## src/rtl/mem_arbiter.sv

```systemverilog
// mem_arbiter: shares one single-port RAM between instruction fetch and
// load/store. Data side wins ties unless fetch has been passed over
// STARVE_LIMIT times in a row. One transaction in flight at a time;
// every requester sees a one-cycle registered ack with its read data.
module mem_arbiter #(
  parameter int unsigned STARVE_LIMIT = 4
) (
  input  logic        clk,
  input  logic        rst,
  input  logic        if_req,
  input  logic [63:0] if_addr,
  output logic        if_ack,
  output logic [31:0] if_rdata,
  input  logic        mem_req,
  input  logic        mem_we,
  input  logic [63:0] mem_addr,
  input  logic [63:0] mem_wdata,
  input  logic [7:0]  mem_wmask,
  output logic        mem_ack,
  output logic [63:0] mem_rdata,
  output logic        ram_valid,
  output logic        ram_we,
  output logic [63:0] ram_addr,
  output logic [63:0] ram_wdata,
  output logic [7:0]  ram_wmask,
  input  logic        ram_ready,
  input  logic [63:0] ram_rdata
);

  localparam int unsigned ADDR_W   = 64;
  localparam int unsigned DATA_W   = 64;
  localparam int unsigned INSN_W   = 32;
  localparam int unsigned MASK_W   = 8;
  localparam int unsigned STREAK_W = $clog2(STARVE_LIMIT + 1);
  localparam logic [STREAK_W-1:0] STREAK_MAX = STREAK_W'(STARVE_LIMIT);

  typedef enum logic [1:0] {
    IDLE = 2'd0,
    BUSY = 2'd1,
    RESP = 2'd2
  } state_t;

  state_t              state_q, state_d;
  logic                gnt_mem_q, gnt_mem_d;
  logic                word_hi_q, word_hi_d;
  logic [STREAK_W-1:0] streak_q, streak_d;

  logic                ram_valid_d;
  logic                ram_we_d;
  logic [ADDR_W-1:0]   ram_addr_d;
  logic [DATA_W-1:0]   ram_wdata_d;
  logic [MASK_W-1:0]   ram_wmask_d;
  logic                if_ack_d;
  logic                mem_ack_d;
  logic [INSN_W-1:0]   if_rdata_d;
  logic [DATA_W-1:0]   mem_rdata_d;
  logic                pick_mem;

  // Fetch addresses are word aligned; the low two bits carry no meaning.
  logic if_addr_unused;
  assign if_addr_unused = &{1'b0, if_addr[1:0]};

  // State, grant bookkeeping and all registered outputs.
  always_ff @(posedge clk) begin
    if (rst) begin
      state_q   <= IDLE;
      gnt_mem_q <= 1'b0;
      word_hi_q <= 1'b0;
      streak_q  <= '0;
      ram_valid <= 1'b0;
      ram_we    <= 1'b0;
      ram_addr  <= '0;
      ram_wdata <= '0;
      ram_wmask <= '0;
      if_ack    <= 1'b0;
      mem_ack   <= 1'b0;
      if_rdata  <= '0;
      mem_rdata <= '0;
    end else begin
      state_q   <= state_d;
      gnt_mem_q <= gnt_mem_d;
      word_hi_q <= word_hi_d;
      streak_q  <= streak_d;
      ram_valid <= ram_valid_d;
      ram_we    <= ram_we_d;
      ram_addr  <= ram_addr_d;
      ram_wdata <= ram_wdata_d;
      ram_wmask <= ram_wmask_d;
      if_ack    <= if_ack_d;
      mem_ack   <= mem_ack_d;
      if_rdata  <= if_rdata_d;
      mem_rdata <= mem_rdata_d;
    end
  end

  // Arbitration, RAM handshake sequencing and response capture.
  always_comb begin
    state_d     = state_q;
    gnt_mem_d   = gnt_mem_q;
    word_hi_d   = word_hi_q;
    streak_d    = streak_q;
    ram_valid_d = ram_valid;
    ram_we_d    = ram_we;
    ram_addr_d  = ram_addr;
    ram_wdata_d = ram_wdata;
    ram_wmask_d = ram_wmask;
    if_ack_d    = 1'b0;
    mem_ack_d   = 1'b0;
    if_rdata_d  = if_rdata;
    mem_rdata_d = mem_rdata;
    pick_mem    = mem_req && (!if_req || (streak_q != STREAK_MAX));

    case (state_q)
      IDLE: begin
        if (if_req || mem_req) begin
          state_d     = BUSY;
          ram_valid_d = 1'b1;
          gnt_mem_d   = pick_mem;
          if (pick_mem) begin
            ram_we_d    = mem_we;
            ram_addr_d  = mem_addr;
            ram_wdata_d = mem_wdata;
            ram_wmask_d = mem_wmask;
            // Streak only grows while fetch is actually waiting.
            if (!if_req) begin
              streak_d = '0;
            end else if (streak_q != STREAK_MAX) begin
              streak_d = streak_q + STREAK_W'(1);
            end
          end else begin
            ram_we_d    = 1'b0;
            ram_addr_d  = {if_addr[ADDR_W-1:3], 3'b000};
            ram_wdata_d = '0;
            ram_wmask_d = '0;
            word_hi_d   = if_addr[2];
            streak_d    = '0;
          end
        end
      end

      BUSY: begin
        if (ram_valid && ram_ready) begin
          state_d     = RESP;
          ram_valid_d = 1'b0;
          if (gnt_mem_q) begin
            mem_ack_d = 1'b1;
            if (!ram_we) begin
              mem_rdata_d = ram_rdata;
            end
          end else begin
            if_ack_d   = 1'b1;
            if_rdata_d = word_hi_q ? ram_rdata[63:32] : ram_rdata[31:0];
          end
        end
      end

      RESP: begin
        state_d = IDLE;
      end

      default: begin
        state_d     = IDLE;
        ram_valid_d = 1'b0;
      end
    endcase
  end

endmodule
```

## config.mk

```make
export PLATFORM = sky130hd
export DESIGN_NAME = mem_arbiter
export DESIGN_NICKNAME = d
export VERILOG_FILES = /design/src/rtl/mem_arbiter.sv
export SDC_FILE = /design/constraint.sdc
export NUM_CORES = 1
export LEC_CHECK = 0
export BUFFER_PORTS_ARGS = -buffer_cell sky130_fd_sc_hd__buf_4
export CAP_MARGIN = 0
export CELL_PAD_IN_SITES_DETAIL_PLACEMENT = 1
export CELL_PAD_IN_SITES_GLOBAL_PLACEMENT = 1
export CORE_AREA = 2 2 194 196
export CTS_CLUSTER_DIAMETER = 50
export CTS_CLUSTER_SIZE = 40
export DETAILED_ROUTE_END_ITERATION = 10
export DIE_AREA = 0 0 196 198
export PLACE_DENSITY = 0.8
export RECOVER_POWER = 25
export SYNTH_ARGS = -nofsm -noshare
export SYNTH_HDL_FRONTEND = slang
export SYNTH_SLANG_ARGS = --single-unit
```

## constraint.sdc

```tcl
create_clock -name clk -period 4.42 [get_ports clk]
set_input_delay 0.663 -clock clk [delete_from_list [all_inputs] [get_ports clk]]
set_output_delay 0.663 -clock clk [all_outputs]
set_load 0.05 [all_outputs]
```

## Word-level counts from Yosys, hierarchy flattened

Cells that the tools add are included.

| storage, ports and cells | value |
|---|---|
| register bits | 243 |
| output and inout bits | 236 |

| operators by class | value |
|---|---|
| bitwise gates (word level) | 6 |
| reduce and logical (&&, ||, !) cells | 14 |
| mux-type cells | 16 |
| equality and inequality tests | 6 |
| add/sub/neg operators | 1 |

Operator list:

| kind | number |
|---|---|
| $mux 64 | 2 |
| $mux 32 | 1 |
| $reduce_and 3->1 | 4 |
| $mux 3 | 3 |
| $mux 8 | 1 |
| $not 1->1 | 6 |
| $mux 1 | 5 |
| $mux 2 | 2 |
| $ne 2x2->1 const B | 2 |
| $pmux 2 s2 | 1 |
| $reduce_and 2->1 | 2 |
| $reduce_and 4->1 | 1 |
| $add 3x1->3 const B | 1 |
| $ne 3x2->1 const B | 1 |
| $ne 3x3->1 const B | 1 |
| $pmux 1 s3 | 1 |
| $reduce_or 3->1 | 1 |
| $eq 2x1->1 const B | 1 |
| $eq 2x2->1 const B | 1 |
| $logic_and 1x1->1 | 2 |
| $logic_not 2->1 | 1 |
| $logic_or 1x1->1 | 2 |
| $logic_not 1->1 | 1 |

## Longest topological paths before layout

| logic depth | value |
|---|---|
| depth in word-level cells | 5 |
| depth in mapped cells | 7 |
| mapped depth without buffers | 5 |

## Worst setup path after synthesis

OpenSTA, ideal clock, no wires.

| path | value |
|---|---|
| kind | input -> register |
| start | in if_req |
| end | reg ram_addr[41] |
| slack | 2719 ps |
| data required time | 4346 ps |
| stages on the path | 6 |
| data arrival time | 1627 ps |
| path through | buf_2 > nand3_1 > buf_2 > buf_1 > nand3_1 > a31oi_1 |

| on the way | value |
|---|---|
| cells in the longest elaborated chain, start to end | 4 |
| elaborated cells on any way between the ends | 6 |

Ends and longest elaborated chain:

| element | line | source |
|---|---|---|
| start: declaration | 10 | `input logic if_req,` |
| $logic_not 1->1 | n/a |  |
| $logic_or 1x1->1 | 111 | `pick_mem = mem_req && (!if_req \|\| (streak_q != STREAK_MAX));` |
| $logic_and 1x1->1 | 111 |  |
| $mux 64 | 119 | `if (pick_mem) begin` |
| end signal: assignment | 86 | `ram_addr <= ram_addr_d;` |
| end: declaration | 23 | `output logic [63:0] ram_addr,` |

Parallel ways exist; a longest one is shown, timed or not.
A chain may end at the register's enable or synchronous reset.

## Worst setup path after layout

| path | value |
|---|---|
| start | reg streak_q[0] |
| end | reg ram_we |

| on the way | value |
|---|---|
| cells in the longest elaborated chain, start to end | 4 |

Ends and longest elaborated chain:

| element | line | source |
|---|---|---|
| start: declaration | 46 | `logic [STREAK_W-1:0] streak_q, streak_d;` |
| start signal: assignment | 83 | `streak_q <= streak_d;` |
| $ne 3x3->1 | 111 |  |
| $logic_or 1x1->1 | 111 |  |
| $logic_and 1x1->1 | 111 |  |
| $mux 1 | 119 |  |
| end signal: assignment | 85 | `ram_we <= ram_we_d;` |
| end: declaration | 22 | `output logic ram_we,` |

Every way passes these cells.

==> results.json <==
{
  "cap_violations": 2,
  "synth-compound-area-share": 0.2616,
  "num_vias": 11490,
  "min_path_cells": 3,
  "ys_types": 32,
  "synth_top_area_cell": "dfxtp_1",
  "initial_core_util": 0.2713,
  "yosys-mux-area-fraction": 0.03195,
  "synth_ff_type": "dfxtp_1",
  "violations": "capacitance limit, slew limit",
  "die_height_um": 198,
  "crit_required_ps": 4790,
  "synth-xor-area-share": 0,
  "irDropWorstVdd_uv": 304.2,
  "clkLatencyLatePin_ps": 530,
  "antenna_found_initial": 2,
  "yosysTopAreaCellShare": 0.4853,
  "netlist_area_mm2": 0.01002,
  "clock_skew_ps": 14.79,
  "cts_buffer_depth": 3,
  "ctsHoldBuffers": 0,
  "design_area_mm2": 0.01470,
  "start_kind": "flop",
  "slew_viol_final": 98,
  "hold_class": "in -> reg",
  "gp_congestion": 0.8351,
  "port-buffer-count": 503,
  "yosysSeqAreaShare": 0.4853,
  "rows": 71,
  "synth-simple-area-share": 0.1511,
  "grt_max_degree": 140,
  "critPathKind": "reg -> reg",
  "nets": 1877,
  "hold_viol": 0,
  "postRouteAntennaNets": 0,
  "numCtsBuffers": 35,
  "reg2reg_depth": 6,
  "ctsResizeCount": 0,
  "crit_fanout": 41,
  "grtUsageTotal": 0.2233,
  "dp_hpwl_um": 30170,
  "timing.fmax_mhz": 308.2,
  "tightestPinTransition_ps": 2504,
  "power_w": 0.006383,
  "layout_commonest_cell": "buf_4",
  "setup_tns_ps": 0,
  "syn2layout_area_growth_pct": 46.59,
  "setup_violations": 0,
  "tritoncts": "done",
  "dpl_cell_area_mm2": 0.01398,
  "status": "finished, violations left",
  "drcViolationCount": 0,
  "power.leakage_nw": 5.544,
  "synth-seq-cells": 243,
  "n_fill_cell": 4466,
  "maxSlewHeadroom": -0.6693,
  "crit_arrival_ps": 3610,
  "wl_per_cell_um": 21.64,
  "holdWs_ps": 392.2,
  "synth_top_family_by_area": "compound AO/OA/AOI/OAI gates",
  "finalCriticalPeriod_ps": 3245,
  "grt_pass1_vias": 11663,
  "r2r_setup_slack_ps": 1180,
  "viasPerCell": 5.464,
  "yosys-top-cells-area": "dfxtp_1 49%, o21ai_0 10%, nand3_1 10%",
  "mappedNetlistNets": 1473,
  "postSynthCellCount": 1201,
  "timing.rr.end": "ram_we$_SDFFE_PP0P_",
  "async_reset_ff_frac": 0,
  "die-width_um": 196,
  "wl_um": 45520,
  "clkTransAtPathRegs_ps": 60,
  "grt_overflow": 0,
  "yosysWarnings": 0,
  "cp-end-kind": "flop",
  "ios": 506,
  "syn_avg_cell_area_um2": 8.347,
  "layout_common_cells": "403 x buf_4, 242 x dfxtp_1, 205 x o21ai_0",
  "synth_edf_count": 0,
  "cts_root_buf": "clkbuf_16",
  "hold_end": "ram_wdata[44]$_SDFFE_PP0P_",
  "drive_gt1_frac": 0.2913,
  "finalCritPeriodShare": 0.7341,
  "grt_pass1_wl_um": 68540,
  "power_density_mw_per_mm2": 434.3,
  "min-delay-start": "mem_wdata[44]",
  "first_pass_iters": 5,
  "numClockSinks": 243,
  "core_mm2": 0.03696,
  "synthAdderAreaFrac": 0.002496,
  "drtIter0Drc": 579,
  "cts_setup_buffers": 0,
  "die_area_mm2": 0.03881,
  "timing.rr.start": "streak_q[0]$_SDFFE_PP0P_",
  "rsz0062_at_grt": "no",
  "cts-htree-levels": 2
}
## sequential cells by signal (all words and copies together) (netlist names)
name	flops
ram_wmask	8
mem_rdata	64
gnt_mem_q	1
mem_ack	1
if_ack	1
streak_q	3
ram_we	1
ram_valid	1
word_hi_q	1
state_q	2
if_rdata	32
ram_wdata	64
ram_addr	64
## worst max-delay path: stages, from the launching register on
cell and delay, ps:
dfxtp_1 320, inv_1 80, ha_1 200, nand3_1 1370, buf_4 820, nand3_1 190
a21oi_1 100
## logic make-up (layout without fill, tap and decap cells)
logic type               after synthesis  in the layout
multiplexers                          32             32
buffers and inverters                161            587
adder cells (fa/ha/maj)                2              2
flip-flops                           243            243
AO/OA/AOI/OAI                        480            480
AND/OR/NAND/NOR                      283            283
other                                  0              2
## area by class of cell
class	instances	area, um^2	area share
repair buffers	523	3535	0.2405
clock inverters	19	222.7	0.01516
diodes	2	5.005	0.0003406
well taps	474	593.1	0.04036
clock buffers	40	937.1	0.06377
inverters	5	18.77	0.001277
multi-input cells	797	4518	0.3075
flip-flops and latches	243	4866	0.3311
## metal layers
layer,wire length [um],part of all wire,GRT usage,vias to the layer above
li1,-,-,-,5298
met1,17840,0.39,0.2616,5625
met2,22490,0.49,0.3843,497
met3,3901,0.086,0.07324,70
met4,1295,0.028,0.07464,0
met5,0,0,0,-
## stage by stage
stage	worst slack (ps)	utilization	cells
after floorplan	2719	-	1201
after global placement	1974	0.3783	2042
after detailed placement	1909	0.3783	2042
after CTS	2051	0.4096	2101
after global routing	996.5	0.3976	2102
final	1175	0.3977	2103
## cells in the mapped netlist (4+ instances only)
cell	number
dfxtp_1	243
inv_1	5
nor2_1	4
clkbuf_1	98
a21oi_1	176
nand3_1	203
a311oi_1	33
a31oi_1	61
nand4_1	64
o21ai_0	205
buf_1	12
buf_4	6
mux2i_1	32
buf_2	38
## how the worst max path moves through the flow
stage                                   from                   endpoint  slack (ps)  cells past startpoint
global placement                     mem_req  ram_addr[32]$_SDFFE_PP0P_        1970                      5
finish              streak_q[0]$_SDFFE_PP0P_        ram_we$_SDFFE_PP0P_        1180                      6
detailed placement                   mem_req  ram_addr[46]$_SDFFE_PP0P_        1910                      5
global route        streak_q[0]$_SDFFE_PP0P_  ram_addr[57]$_SDFFE_PP0P_        1000                      6
CTS                 streak_q[0]$_SDFFE_PP0P_  ram_addr[53]$_SDFFE_PP0P_        2050                      6
floorplan                             if_req  ram_addr[41]$_SDFFE_PP0P_        2720                      6
## power by group
group	switching (W)	leakage (nW)	internal, W
registers	0.0000588	1.98	0.00230
logic	0.000841	3.00	0.000364
clock network	0.00114	0.560	0.00168
total	0.00204	5.54	0.00434
Note: power is estimated with default switching activity, not from simulation.
